File: src/rtl/ifetch_queue.sv
// Fetch prefetch queue between a variable-latency imem and the IF/ID register.
// Define IFQ_BYPASS_EN for zero-cycle response-to-output forwarding.
module ifetch_queue #(
    parameter int          DEPTH    = 4,
    parameter logic [31:0] RESET_PC = 32'h0000_0000
) (
    input  logic        i_clk,
    input  logic        i_reset,
    output logic        o_imem_req_vld,
    output logic [31:0] o_imem_req_addr,
    input  logic        i_imem_req_rdy,
    input  logic        i_imem_rsp_vld,
    input  logic [31:0] i_imem_rsp_data,
    output logic        o_fetch_vld,
    output logic [31:0] o_fetch_pc,
    output logic [31:0] o_fetch_instr,
    input  logic        i_fetch_rdy,
    input  logic        i_redirect,
    input  logic [31:0] i_redirect_pc,
    output logic        o_busy
);
    localparam int AW = $clog2(DEPTH);
    localparam int CW = AW + 1;
    localparam logic [CW-1:0] FULL_CNT = CW'(DEPTH);

    logic [31:0]    pc_q    [DEPTH];
    logic [31:0]    instr_q [DEPTH];
    logic [DEPTH-1:0] filled;
    logic [AW-1:0]  head, fill, tail;
    logic [CW-1:0]  count, pend, drop;
    logic [31:0]    fetch_pc;

    logic full, issue, take, pop, byp, head_vld;

    assign full = (count == FULL_CNT);
    // responses owed to a pre-redirect stream are swallowed here
    assign take = i_imem_rsp_vld && (drop == '0);

`ifdef IFQ_BYPASS_EN
    assign byp = take && !filled[head] && (head == fill);
`else
    assign byp = 1'b0;
`endif

    assign head_vld        = filled[head] || byp;
    assign o_imem_req_vld  = !full && !i_redirect && i_reset;
    assign o_imem_req_addr = fetch_pc;
    assign o_fetch_vld     = head_vld && !i_redirect && i_reset;
    assign o_fetch_pc      = i_reset ? pc_q[head] : '0;
    assign o_busy          = i_reset && ((count != '0) || (drop != '0));

    always_comb begin
        o_fetch_instr = '0;
        if (i_reset)
            o_fetch_instr = byp ? i_imem_rsp_data : instr_q[head];
    end

    assign issue = o_imem_req_vld && i_imem_req_rdy;
    assign pop   = o_fetch_vld && i_fetch_rdy;

    always_ff @(posedge i_clk) begin
        if (!i_reset) begin
            head     <= '0;
            fill     <= '0;
            tail     <= '0;
            count    <= '0;
            pend     <= '0;
            drop     <= '0;
            filled   <= '0;
            fetch_pc <= RESET_PC;
        end else if (i_redirect) begin
            head     <= '0;
            fill     <= '0;
            tail     <= '0;
            count    <= '0;
            pend     <= '0;
            filled   <= '0;
            fetch_pc <= i_redirect_pc & 32'hFFFF_FFFC;
            drop     <= drop + pend - CW'(i_imem_rsp_vld);
        end else begin
            if (issue) begin
                pc_q[tail]   <= fetch_pc;
                filled[tail] <= 1'b0;
                tail         <= tail + AW'(1);
                fetch_pc     <= fetch_pc + 32'd4;
            end
            if (i_imem_rsp_vld && (drop != '0))
                drop <= drop - CW'(1);
            if (take) begin
                instr_q[fill] <= i_imem_rsp_data;
                fill          <= fill + AW'(1);
                // a bypassed word consumed this cycle never lands as filled
                if (!(byp && pop))
                    filled[fill] <= 1'b1;
            end
            if (pop) begin
                filled[head] <= 1'b0;
                head         <= head + AW'(1);
            end
            count <= count + CW'(issue) - CW'(pop);
            pend  <= pend + CW'(issue) - CW'(take);
        end
    end
endmodule

File: config.mk
export PLATFORM = sky130hd
export DESIGN_NAME = ifetch_queue
export DESIGN_NICKNAME = d
export VERILOG_FILES = /design/src/rtl/ifetch_queue.sv
export SDC_FILE = /design/constraint.sdc
export NUM_CORES = 1
export LEC_CHECK = 0
export ABC_CLOCK_PERIOD_IN_PS = 3240
export BUFFER_PORTS_ARGS = -buffer_cell sky130_fd_sc_hd__buf_4
export CAP_MARGIN = 20
export CORE_ASPECT_RATIO = 1.75
export CORE_MARGIN = 5
export CORE_UTILIZATION = 52
export CTS_CLUSTER_DIAMETER = 200
export CTS_CLUSTER_SIZE = 28
export DETAILED_ROUTE_END_ITERATION = 7
export PLACE_DENSITY = 0.73
export RECOVER_POWER = 25
export SETUP_SLACK_MARGIN = 0.5
export SLEW_MARGIN = 15
export SYNTH_ARGS = -nofsm -noshare
export SYNTH_HDL_FRONTEND = slang
export SYNTH_SLANG_ARGS = --single-unit
File: constraint.sdc
create_clock -name i_clk -period 3.24 [get_ports i_clk]
set_input_delay 0.324 -clock i_clk [delete_from_list [all_inputs] [get_ports i_clk]]
set_output_delay 0.324 -clock i_clk [all_outputs]
set_load 0.02 [all_outputs]
# After elaboration in Yosys (flattened, before gate mapping)
# Memories as Yosys holds them, arrays and structs flattened. A register that Yosys moved wholly into a read port is not among the register bits.
# Cells that the tools add are included.
[word_totals] word_cells=89 ramBits=256 memories=2 output_inout_bits=99 regBits=51
[op_classes] n_mux=33 n_eq_ne=1 magnitude_cmp=6 add_sub_neg=11 reduce_logical=21 bitwise=6
[mem_list] memory="instr_q" words=4 word_bits=32 rd=1 rd_ports_with_merged_regs=1 wr=1 line="27" rtl="logic [31:0] instr_q [DEPTH];"
[mem_list] memory="pc_q" words=4 word_bits=32 rd=1 rd_ports_with_merged_regs=1 wr=1 line="26" rtl="logic [31:0] pc_q [DEPTH];"
[ops] cell="$mux W32" n=4
[ops] cell="$add A32 B3 Y32 const B" n=1
[ops] cell="$mux W4" n=7
[ops] cell="$logic_and A1 B1 Y1" n=12
[ops] cell="$mux W1" n=12
[ops] cell="$lt A2 B3 Y1 const B" n=3
[ops] cell="$sub A3 B1 Y3" n=3
[ops] cell="$and A4 B4 Y4" n=2
[ops] cell="$mux W2" n=4
[ops] cell="$not A4 Y4" n=2
[ops] cell="$add A2 B1 Y2 const B" n=3
[ops] cell="$add A3 B1 Y3" n=2
[ops] cell="$demux W1 S2" n=3
[ops] cell="$ge A2 B1 Y1 const B" n=3
[ops] cell="$mux W3" n=2
[ops] cell="$reduce_bool A3 Y1" n=2
[ops] cell="$or A4 B4 Y4" n=1
[ops] cell="$reduce_bool A2 Y1" n=2
[ops] cell="$add A3 B3 Y3" n=1
[ops] cell="$eq A3 B3 Y1 const B" n=1
[ops] cell="$logic_not A3 Y1" n=1
[ops] cell="$sub A3 B1 Y3 const B" n=1
[ops] cell="$bmux W1 S2" n=1
[ops] cell="$logic_not A1 Y1" n=2
[ops] cell="3 further kinds" n=3

# Longest topological paths before layout
[depth] word_depth=15 ltp_mapped=15

# Worst setup path after synthesis
# Ideal clock, no wire load.
[synth_timing] kind="flip-flop to flip-flop" start="register head[0]" end="register count[2]" n_path_buf=1 synth_period_minus_slack_ns=2.553 path_stages_with_launch=11 arrival_ns=2.425 required_ns=3.112 path_slack_ns=0.687 setup_time_ns=0.128 cell_sequence="dfxtp_1 > mux4_2 > and3_1 > buf_2 > ha_1 > inv_1 > ha_1 > fa_1 > xnor2_1 > xnor2_1 > nor2_1"
[synth_between] elab_chain_len=6
[synth_lines] element="start: declaration" line="29" rtl="logic [AW-1:0] head, fill, tail;"
[synth_lines] element="start signal: assignment" line="98" rtl="head <= head + AW'(1);"
[synth_lines] element="$bmux W1 S2" line="45" rtl="assign head_vld = filled[head] || byp;"
[synth_lines] element="$mux W1 (implied by the code)" line="45"
[synth_lines] element="$logic_and A1 B1 Y1 (2 in series)" line="48" rtl="assign o_fetch_vld = head_vld && !i_redirect && i_reset;"
[synth_lines] element="$logic_and A1 B1 Y1" line="59" rtl="assign pop = o_fetch_vld && i_fetch_rdy;"
[synth_lines] element="$sub A3 B1 Y3" line="100" rtl="count <= count + CW'(issue) - CW'(pop);"
[synth_lines] element="end signal: assignment" line="100"
[synth_lines] element="end: declaration" line="30" rtl="logic [CW-1:0] count, pend, drop;"
# Every way passes these cells. The select of a mux whose other input is x is not followed.
# A chain may end at the register's enable or synchronous reset.

# Final worst setup path
# Same ends and word-level chain as after synthesis.

==> metrics <==
status=finished, final reports clean; max_cap viols=0; Root Buffer=clkbuf_16; CTS Buffer Depth=3; die width=127.1 um; top post-synthesis cells by area=edfxtp_1 (60%), mux4_2 (11%), dfxtp_1 (8.2%); internal power=0.005434 W; TNS Setup=0 ns; CP Class=register to register; Post-Syn Instances=766; placed cell count=1211; DP Area=14000 um^2; CTS Buf Count=14; Post-CTS Repair Setup Buffers=0; post-synth top area share=59.72%; switching share of power=22.37%; EDFF count, synth=248; Worst Setup Slack, final=0.6430 ns; Final setup violation count=0; Routed WL=25790 um; Comb pwr share=9.7%; Initial Util=52.31%; Post-Synthesis Cell Area=12470 um^2; CTS resizes=0; ant diodes=0; Critical Path End Type=register; # IOs=169; Max Clock Freq=385.1 MHz; via count of the first global-routing pass=7332; Buffers on Ports=162; ys async rst share=0%; commonest non-fill, non-tap cell in the layout=edfxtp_1; #FFs+latches synth=299; cell taking the most area after synthesis=edfxtp_1; global-route wire length before repair=40770 um; pre-CTS WS=0.5663 ns; post-synthesis sequential area ratio=67.91%; P_leak=4.911 nW; initial antenna violation count=0; DR vias=7030; crit path time final=2.597 ns; final hold vios=0; number of library cell types mapped by synthesis=59; DIE HEIGHT=214.9 um; unrepaired setup endpoints after global routing=false; row count=75; Initial DRT Pass Iterations=6; ratio of cells with drive above 1 in the final layout=26.86%; largest net degree at the start of global routing=63; P&R area growth vs syn=14.70%; Antenna Nets Post-Route=0; clk sinks=299; Worst EP arrival=2.99 ns; power density cells=489.4 nW/um^2; clock network fraction of total power=28.2%; syn avg cell area=16.28 um^2; dpl hpwl=17210 um; Worst Path Required=3.63 ns; Max-slew headroom=41.05%; final worst path period share=80.15%; DR vias/cell=5.692; Hold WC Path Type=input pin to register; Worst-Margin Slew=0.8843 ns; full die area=27300 um^2; clk_lat worst skew=0.49 ns; grt ovf=0; Synthesis Warnings=0; clk slew on worst S/H paths=0.11 ns; final clock skew=0.02055 ns; GPL Wtd Cong=0.7906; GRT Overall Usage=19.01%; htree depth=1; CTS Hold Bufs=0; Flop pwr share=62.0%; wire per inst=20.88 um; VDD IR max=0.0005724 V; drt drc=0; Final Max Slew Viols=0; Critical Path Start Type=register; top_reg_cell synth=edfxtp_1; Core ar.=23840 um^2; cell area after layout=14300 um^2; fill count=1858; CTS tree=yes; Nets=1014; Iter 0 DRT Violations=456; Non-Filler Instances=1235; CP Max Fanout=8; commonest non-fill, non-tap cells in the layout=edfxtp_1 (248), buf_4 (142), and2_1 (68), mux4_2 (63), dfxtp_1 (48); NetSw=0.001566 W
## sequential cells by signal (all words and copies together) (netlist names), named ones only
| name | flops |
|---|---|
| instr_q | 128 |
| pend | 3 |
| pc_q | 120 |
| o_imem_req_addr | 30 |
| drop | 3 |
| tail | 2 |
| fill | 2 |
| count | 3 |
| filled | 4 |
| head | 2 |
## power by group through the flow
stage               logic, W  clock network, W  registers (W)
floorplan           0.000406                 0        0.00443
global placement    0.000697                 0        0.00442
detailed placement  0.000703                 0        0.00443
CTS                 0.000708           0.00204        0.00434
global route        0.000754           0.00218        0.00436
finish              0.000681           0.00198        0.00434
## worst paths after layout
path / startpoint / slack (ns) / depth (start not counted) / endpoint
setup / recovery: head[0]$_SDFFE_PP0N_ / 0.64 / 9 / count[2]$_SDFF_PP0_
hold / removal: i_redirect_pc[2] / 0.08 / 3 / o_imem_req_addr[2]$_SDFFE_PN0P_
setup reg to reg: head[0]$_SDFFE_PP0N_ / 0.64 / 9 / count[2]$_SDFF_PP0_
hold reg to reg: tail[1]$_SDFFE_PP0P_ / 0.51 / 2 / tail[1]$_SDFFE_PP0P_
## routing by layer
| metal | up-vias | wire (um) | track usage (%) |
|---|---|---|---|
| met2 | 209 | 14250 | 35.54 |
| li1 | 3238 | - | - |
| met4 | 0 | 501 | 4.868 |
| met5 | - | 0 | 0 |
| met3 | 28 | 1185 | 2.037 |
| met1 | 3555 | 9851 | 23.28 |
## logic make-up after synthesis
| family | synth area share (%) |
|---|---|
| flip-flops | 67.91 |
| AND/OR/NAND/NOR | 9.633 |
| AO/OA/AOI/OAI | 4.254 |
| buffers and inverters | 2.539 |
| multiplexers | 11.47 |
| adder cells (fa/ha/maj) | 2.689 |
| XOR/XNOR | 1.475 |
| other | 0.03007 |
## worst max-delay path, stage by stage, from the launching register on
cell,delay (ns)
dfxtp_2,0.40
mux4_2,0.53
and3_1,0.30
ha_1,0.31
inv_1,0.04
ha_1,0.18
fa_1,0.38
xnor2_1,0.17
xnor2_1,0.13
nor2_1,0.05
## through the flow
step / util (%) / hold WS (ns) / total power [W]
floorplan: - / 0.4229 / 0.004831
detailed placement: 58.76 / 0.4895 / 0.005134
global route: 60.01 / 0.07501 / 0.007286
global placement: 58.76 / 0.4724 / 0.005121
CTS: 60.50 / 0.006257 / 0.007091
finish: 60.01 / 0.08289 / 0.007000
## cell type report
cell class                 instances  area (um^2)  area share [%]
clock buffer                      23        405.4           2.834
timing repair buffer             176         1226           8.573
inverter                          26        98.84          0.6911
clock inverter                     1        11.26         0.07873
tap                              308        385.4           2.694
sequential                       299         8474           59.25
multi-input combinational        402         3701           25.88
## cells in the mapped netlist (7+ instances only)
cell,n
a211oi_1,7
a21oi_1,20
a22oi_1,8
a31oi_1,8
and2_1,68
and3_1,14
buf_2,8
clkbuf_1,25
dfxtp_1,51
edfxtp_1,248
ha_1,22
inv_1,24
mux4_2,63
nand2_1,38
nand3_1,14
nand4_1,9
nor2_1,32
o21ai_0,12
xnor2_1,11
xor2_1,10
No activity file was read; power rests on OpenSTA's default activity.
